## config.mk

```make
export PLATFORM = sky130hd
export DESIGN_NAME = uart_rx
export DESIGN_NICKNAME = d
export VERILOG_FILES = /design/src/rtl/uart_rx.sv
export SDC_FILE = /design/constraint.sdc
export NUM_CORES = 1
export LEC_CHECK = 0
export CAP_MARGIN = 10
export CORE_ASPECT_RATIO = 0.75
export CORE_MARGIN = 5
export CORE_UTILIZATION = 50
export DETAILED_ROUTE_END_ITERATION = 8
export GPL_TIMING_DRIVEN = 0
export MAX_ROUTING_LAYER = met4
export PLACE_DENSITY = 0.72
export SLEW_MARGIN = 10
export SYNTH_ARGS = -nofsm -noshare
export SYNTH_HDL_FRONTEND = slang
export SYNTH_SLANG_ARGS = --single-unit
```

## constraint.sdc

```tcl
create_clock -name clk -period 2 [get_ports clk]
set_input_delay 0.2 -clock clk [delete_from_list [all_inputs] [get_ports clk]]
set_output_delay 0.2 -clock clk [all_outputs]
set_load 0.005 [all_outputs]
```

## src/rtl/uart_rx.sv

```systemverilog
// -----------------------------------------------------------------------------
// uart_rx -- 8N1 UART receiver, LSB first, single clock domain.
//
// The asynchronous serial pin is brought in through a two-flop synchronizer.
// A falling edge on the synchronized line starts a frame. The start bit is
// confirmed at mid-bit, eight data bits are sampled at their centres, and the
// stop bit is checked at mid-bit. A good frame updates rdata and pulses
// rx_ready. A frame with a low stop bit pulses ferr instead. The receiver
// then waits for the line to return high, so a held-low line (break)
// reports exactly one ferr.
//
// Parameters
//   CLK_PER_HALF_BIT : clock cycles per half bit period (must be >= 4)
//
// Ports
//   clk      : system clock, rising edge
//   rstn     : asynchronous active-low reset
//   rxd      : serial input, idle high, asynchronous to clk
//   rdata    : last correctly received byte, held until the next good byte
//   rx_ready : one-cycle strobe, rdata updated this cycle
//   ferr     : one-cycle strobe, frame ended with stop bit = 0
// -----------------------------------------------------------------------------
module uart_rx #(
   parameter int unsigned CLK_PER_HALF_BIT = 5208
) (
   input  logic       clk,
   input  logic       rstn,
   input  logic       rxd,
   output logic [7:0] rdata,
   output logic       rx_ready,
   output logic       ferr
);

   localparam int unsigned BIT_CNT_MAX = 2 * CLK_PER_HALF_BIT - 1;
   localparam int unsigned CNT_W       = $clog2(BIT_CNT_MAX + 1);

   typedef logic [CNT_W-1:0] cnt_t;

   localparam cnt_t HALF_LOAD = cnt_t'(CLK_PER_HALF_BIT);
   localparam cnt_t FULL_LOAD = cnt_t'(BIT_CNT_MAX);

   typedef enum logic [2:0] {
      S_IDLE,
      S_START,
      S_DATA,
      S_STOP,
      S_BREAK
   } state_t;

   logic       sync1_q;
   logic       sync2_q;
   logic       prev_q;
   state_t     state_q;
   cnt_t       cnt_q;
   logic [2:0] bit_q;
   logic [7:0] shift_q;
   logic [7:0] rdata_q;
   logic       rdy_q;
   logic       ferr_q;

   logic rxd_s;
   logic fall_d;
   logic cnt_zero_d;

   assign rxd_s      = sync2_q;
   assign fall_d     = prev_q & ~sync2_q;
   assign cnt_zero_d = (cnt_q == '0);

   // The falling edge is seen one cycle before the reference edge of the frame;
   // loading HALF_LOAD (instead of HALF_LOAD-1) absorbs that cycle so the start
   // check lands H edges after the reference edge and every later sample
   // follows 2H edges apart from there.
   always_ff @(posedge clk or negedge rstn) begin
      if (!rstn) begin
         sync1_q <= 1'b1;
         sync2_q <= 1'b1;
         prev_q  <= 1'b1;
         state_q <= S_IDLE;
         cnt_q   <= '0;
         bit_q   <= '0;
         shift_q <= '0;
         rdata_q <= '0;
         rdy_q   <= 1'b0;
         ferr_q  <= 1'b0;
      end else begin
         sync1_q <= rxd;
         sync2_q <= sync1_q;
         prev_q  <= sync2_q;
         rdy_q   <= 1'b0;
         ferr_q  <= 1'b0;

         case (state_q)
            S_IDLE: begin
               if (fall_d) begin
                  cnt_q   <= HALF_LOAD;
                  state_q <= S_START;
               end
            end

            S_START: begin
               if (cnt_zero_d) begin
                  if (!rxd_s) begin
                     cnt_q   <= FULL_LOAD;
                     bit_q   <= '0;
                     state_q <= S_DATA;
                  end else begin
                     // Line went back high before mid start bit: glitch.
                     state_q <= S_IDLE;
                  end
               end else begin
                  cnt_q <= cnt_q - cnt_t'(1);
               end
            end

            S_DATA: begin
               if (cnt_zero_d) begin
                  shift_q <= {rxd_s, shift_q[7:1]};
                  cnt_q   <= FULL_LOAD;
                  if (bit_q == 3'd7) begin
                     state_q <= S_STOP;
                  end else begin
                     bit_q <= bit_q + 3'd1;
                  end
               end else begin
                  cnt_q <= cnt_q - cnt_t'(1);
               end
            end

            S_STOP: begin
               if (cnt_zero_d) begin
                  if (rxd_s) begin
                     rdata_q <= shift_q;
                     rdy_q   <= 1'b1;
                     // Re-arm at mid stop bit so a start bit right after a
                     // full-width stop bit is not missed.
                     state_q <= S_IDLE;
                  end else begin
                     ferr_q  <= 1'b1;
                     state_q <= S_BREAK;
                  end
               end else begin
                  cnt_q <= cnt_q - cnt_t'(1);
               end
            end

            S_BREAK: begin
               if (rxd_s) begin
                  state_q <= S_IDLE;
               end
            end

            default: begin
               state_q <= S_IDLE;
            end
         endcase
      end
   end

   assign rdata    = rdata_q;
   assign rx_ready = rdy_q;
   assign ferr     = ferr_q;

endmodule

```

== After elaboration in Yosys (flattened, before gate mapping) ==
Index checks and enable logic that the tools add are counted.
Word-level totals
  register bits after elaboration: 41
  output and inout port bits: 10
  bits of input ports: 3
  logic and storage cells: 64
Cells by class
  $add $sub $neg: 2
  equality and inequality tests: 15
  bitwise logic cells: 2
  reductions and logical operators: 9
  muxes and demuxes: 26
Operator list (count)
  14-bit 2-to-1 mux: 5
  14-bit case mux with 4 select lines: 1
  3-bit 2-to-1 mux: 11
  2-bit inequality test (second input constant): 9
  3-bit case mux with 5 select lines: 1
  14-bit zero test: 1
  14-bit by 1-bit subtractor with 14-bit output (second input constant): 1
  3-bit by 2-bit == test with 1-bit output (second input constant): 2
  3-bit == test (second input constant): 2
  1-bit 2-to-1 mux: 6
  3-bit case mux with 2 select lines: 1
  6-bit AND reduction: 1
  5-bit AND reduction: 1
  4-bit AND reduction: 1
  4-bit nonzero test: 1
  3-bit by 1-bit adder with 3-bit output (second input constant): 1
  3-bit by 1-bit == test with 1-bit output (second input constant): 1
  3-bit zero test: 1
  3-bit inequality test (second input constant): 1
  3-bit AND reduction: 1
  2-bit 2-to-1 mux: 1
  2-bit AND reduction: 1
  2-bit nonzero test: 1
  1-bit bitwise AND: 1
  1-bit inverter: 1

== Depth between registers and ports, before layout ==
  depth in word-level cells: 4
  mapped depth: 7

== Worst setup path before layout ==
Ideal clock, no wire load.
  path kind: register to register
  from: reg bit_q[0]
  to: reg state_q[1]
  path buffers: 0
  cell stages (with the launch flop): 7
  arrival time: 1.947 ns
  path slack: -0.068 ns
  cell sequence: dfrtp_1 -> ha_1 -> ha_1 -> o21a_1 -> a2111oi_0 -> nor2_1 -> a32o_1
On the way
  cells in the longest elaborated chain, start to end: 3
RTL lines
  start: declaration: RTL line 55  | logic [2:0] bit_q;
  start signal: assignment: RTL line 122  | bit_q <= bit_q + 3'd1;
  3-bit == test: RTL line 119  | if (bit_q == 3'd7) begin
  2-bit inequality test (no source line)
  6-bit AND reduction (no source line)
  end signal: assignment: RTL line 120  | state_q <= S_STOP;
  end signal: assignment: RTL line 136  | state_q <= S_IDLE;
  end signal: assignment: RTL line 139  | state_q <= S_BREAK;
  end: declaration: RTL line 53  | state_t state_q;
No other way between the ends.
A chain may end at the register's enable or synchronous reset.

== Final worst setup path ==
  from: reg cnt_q[1]
  to: reg cnt_q[7]
On the way
  cells in the longest elaborated chain, start to end: 3
RTL lines
  start: declaration: RTL line 54  | cnt_t cnt_q;
  start signal: assignment: RTL line 111  | cnt_q <= cnt_q - cnt_t'(1);
  start signal: assignment: RTL line 125  | cnt_q <= cnt_q - cnt_t'(1);
  start signal: assignment: RTL line 142  | cnt_q <= cnt_q - cnt_t'(1);
  14-bit by 1-bit subtractor with 14-bit output or 14-bit zero test (tied branches)
  14-bit 2-to-1 mux, or another cell as far along: RTL line 130  | if (cnt_zero_d) begin
  14-bit case mux with 4 select lines or 4-bit AND reduction (tied branches)
Parallel ways exist; a longest one is shown, timed or not. The select of a mux whose other input is x is not followed.

==> flow_summary.toml <==
[run_status]
status = "finished, final reports clean"

[die]
floorplan.die.height_um = 65.8
design.portCount = 13
floorplan.rows = 20
fp.dieArea_um2 = 5560
coreArea_um2 = 4030
die_w_um = 84.4
floorplan.initialDensity_pct = 51.6

[cells_and_area]
p_r_area_growth_vs_syn_pct = 27.3
nNetsFinal = 224
num_antenna_cells = 0
mostFrequentLayoutCell = "dfrtp_1"
drive_gt1_share_pct = 35.8
most-common-layout-cells = "dfrtp_1, mux2_2, nor2_1"
final_core_utilization_pct = 65.7

[job]
max_cap_violations = 0

[pwr]
p_total_mw = 2.94
logic_gate_share_of_total_power_pct = 36.3
cellInternalPower_mw = 1.89
power_switching_share_pct = 35.5
share_seq_of_total_power_pct = 36.4
worst_ir_drop_vdd_uv = 611
netSwitchingPower_mw = 1.04
relative_contribution_of_the_clock_network_to_total_power_pct = 27.3
power_density_nw_per_um2 = 1110
static-leakage-power_nw = 1.15

[logic_synthesis]
synthesis.area_per_instance_um2 = 11.3
synth_fp_nets = 191
syn_area_um2 = 2080
synth-seq-cells = 41
synth.lib_cells_used.distinct = 50
postSynth.topFlopCell = "dfrtp_1"
synth_cells = 184
yosysSeqAreaShare_pct = 49.6
synth-edff-count = 0
ys_async_sr_fraction_pct = 100
ys_warn_count = 0

[detailed_routing]
route.vias.total = 1641
maxUsedRoutingLayer = "met4"
drt-pass1-iter-count = 4
remaining_drc_errors = 0
post_drt_via_cell_ratio = 6.01
detail_route.wirelength.met1_um = 1950
drt-total-wl_um = 4610
wl_met2_um = 2340
met3RoutedLength_um = 311
route.antenna.remaining_nets = 0
number_of_drc_markers_in_iteration_0 = 94
route.detailed.wl_per_inst_um = 16.9

[clocking]
insertion_delay_ps = 290
cts.root.buffer_cell = "clkbuf_8"
tritoncts = "built"
clock_tree.buffer_depth = 2
clock_sinks = 41
cts.reportedPaths.clkPinSlew_ps = 80
cts-htree-levels = 2
number_of_buffers_added_by_the_clock_tree_synthesis_step = 5

[sta]
hold_viol = 0
timing_worst_slew_pin_value_ps = 688
setup_repair_after_global_routing_missed_its_margin = "yes"
fmax_mhz = 505
finalClockSkew_ps = 10.1
layout_min_cycle_time_ps = 1980
timing.final.crit_share_pct = 99.0
tns_ps = 0
timing.max_slew.rel_slack_pct = 54.0
timing.final.max_slew_violations = 0
timing.final.ws_setup_ps = 19.0
finalSetupViolations = 0

[worst_hold_path]
hold_end = "sync1_q"
worstHoldStart = "rxd"
worst_hold_path_type = "in -> reg"
hold_depth = 1

[critical_path]
worstPathMaxFanout = 5
setup_slack_of_the_worst_register_to_register_path_ps = 20
critical-path-max-stage-delay_ps = 480
cp.arrival_ps = 2150
worst_setup_end_kind = "register"
rr_endpoint = "cnt_q[7]"
worst_ep_required_time_ps = 2170
cp_slowest_cell = "or4_4"
depth_of_the_most_critical_reg_to_reg_path = 6
critPathLaunchType = "register"
cp_cell_sequence = "inv_2 > ha_4 > nand2b_4 > or4_4 > or3_4 > a32o_1"
worstSetupPathType = "reg -> reg"
crit-reg2reg-launch = "cnt_q[1]"

[grt]
track_usage_pct = 17.5
grt_overflow = 0
grt_pass1_vias = 1625
pin_count_of_the_biggest_net_entering_global_routing = 28
grt_pass1_wl_um = 7560
grt_antenna_before_repair = 0

[placement]
pre_cts_ws_ps = -275
place.gp.congestion = 0.887
portBuffers = 12
place.detailed.hpwl_um = 3020
[worst max path at each step]
stage	start	endpoint	slack (ps)	cells past startpoint
2_1_floorplan	cnt_q[0]	cnt_q[10]	20	7
3_3_place_gp	cnt_q[0]	cnt_q[10]	-230	7
3_5_place_dp	cnt_q[0]	shift_q[6]	-270	7
4_1_cts	cnt_q[0]	cnt_q[6]	-50	7
5_1_grt	cnt_q[5]	rdata[1]	-30	7
6_report	cnt_q[1]	cnt_q[7]	20	6
[per-stage QoR]
stage          cell area (µm²)  std cells  hold slack [ps]
2_1_floorplan             2080        184            -95.6
3_5_place_dp              2280        252              126
5_1_grt                   2650        273              294
4_1_cts                   2580        271              302
3_3_place_gp              2270        251              345
6_report                  2650        273              306
[sequential cells by signal (all words and copies together), names as in the netlist]
name      count
bit_q         3
cnt_q        14
ferr          1
prev_q        1
rdata         8
rx_ready      1
rxd_s         1
shift_q       8
state_q       3
sync1_q       1
[timing repair]
action / in CTS / in global routing
pin swaps: 10 / 5
setup buffers: 10 / 2
endpoints found under the setup margin: 35 / 35
gates resized for setup: 17 / 16
hold buffers: 1 / 0
hold endpoints to repair: 14 / 0
[worst max-delay path: cells and delay by family (launching register included)]
family                   cells  cell delay (ps)
adder cells (fa/ha/maj)      1              150
AND/OR/NAND/NOR              3              990
AO/OA/AOI/OAI                1              230
flip-flops                   1              400
buffers and inverters        1               90
[kinds of logic (layout without fill, tap and decap cells)]
logic type	count (synthesis)	count (layout)	share of synthesized area, %
simple gates	57	57	17.5
mux	19	19	10.3
compound gates	52	52	17.1
flops	41	41	49.6
fa+ha+maj	4	4	2.41
buf+inv	11	45	3.13
[power by group through the flow]
stage	logic, mW	clock network (mW)	registers (mW)
5_1_grt	1.16	0.841	1.08
3_3_place_gp	0.776	0	1.05
2_1_floorplan	0.632	0	1.03
4_1_cts	0.991	0.808	1.04
3_5_place_dp	0.815	0	1.06
6_report	1.07	0.802	1.07
[cells in the mapped netlist (all sizes together) (2+ instances only)]
library cell,count,area [µm²]
nor3,3,26.3
nand3b,2,15.0
a21boi,2,15.0
mux2,19,214
dfstp,3,78.8
and3,2,12.5
buf,4,38.8
nand3,3,20.0
a22o,2,20.0
ha,4,50.1
dfrtp,38,951
nand2,13,56.3
o211ai,2,15.0
o21a,2,15.0
a32oi,2,17.5
or3,4,25.0
a21oi,11,55.1
nand2b,4,32.5
a32o,4,40.0
o41ai,2,17.5
o31ai,2,20.0
clkbuf,2,7.51
nor4,4,55.1
or4,3,27.5
nor2,14,55.1
inv,5,18.8
a31oi,3,18.8
o21ai,13,65.1
[final cells by class]
cell class	count	area, µm²
Fill cell	305	1380
Multi-Input combinational cell	132	1090
Sequential cell	41	1030
Timing Repair Buffer	26	251
Clock buffer	5	68.8
Clock inverter	3	68.8
Tap cell	55	68.8
Buffer	6	47.5
Inverter	5	18.8
[per-layer routing]
metal,vias up,track usage [%]
li1,757,-
met1,821,22.3
met4,0,4.35
met3,2,3.36
met2,61,29.5
met5,-,-
No activity file was read; power rests on OpenSTA's default activity.
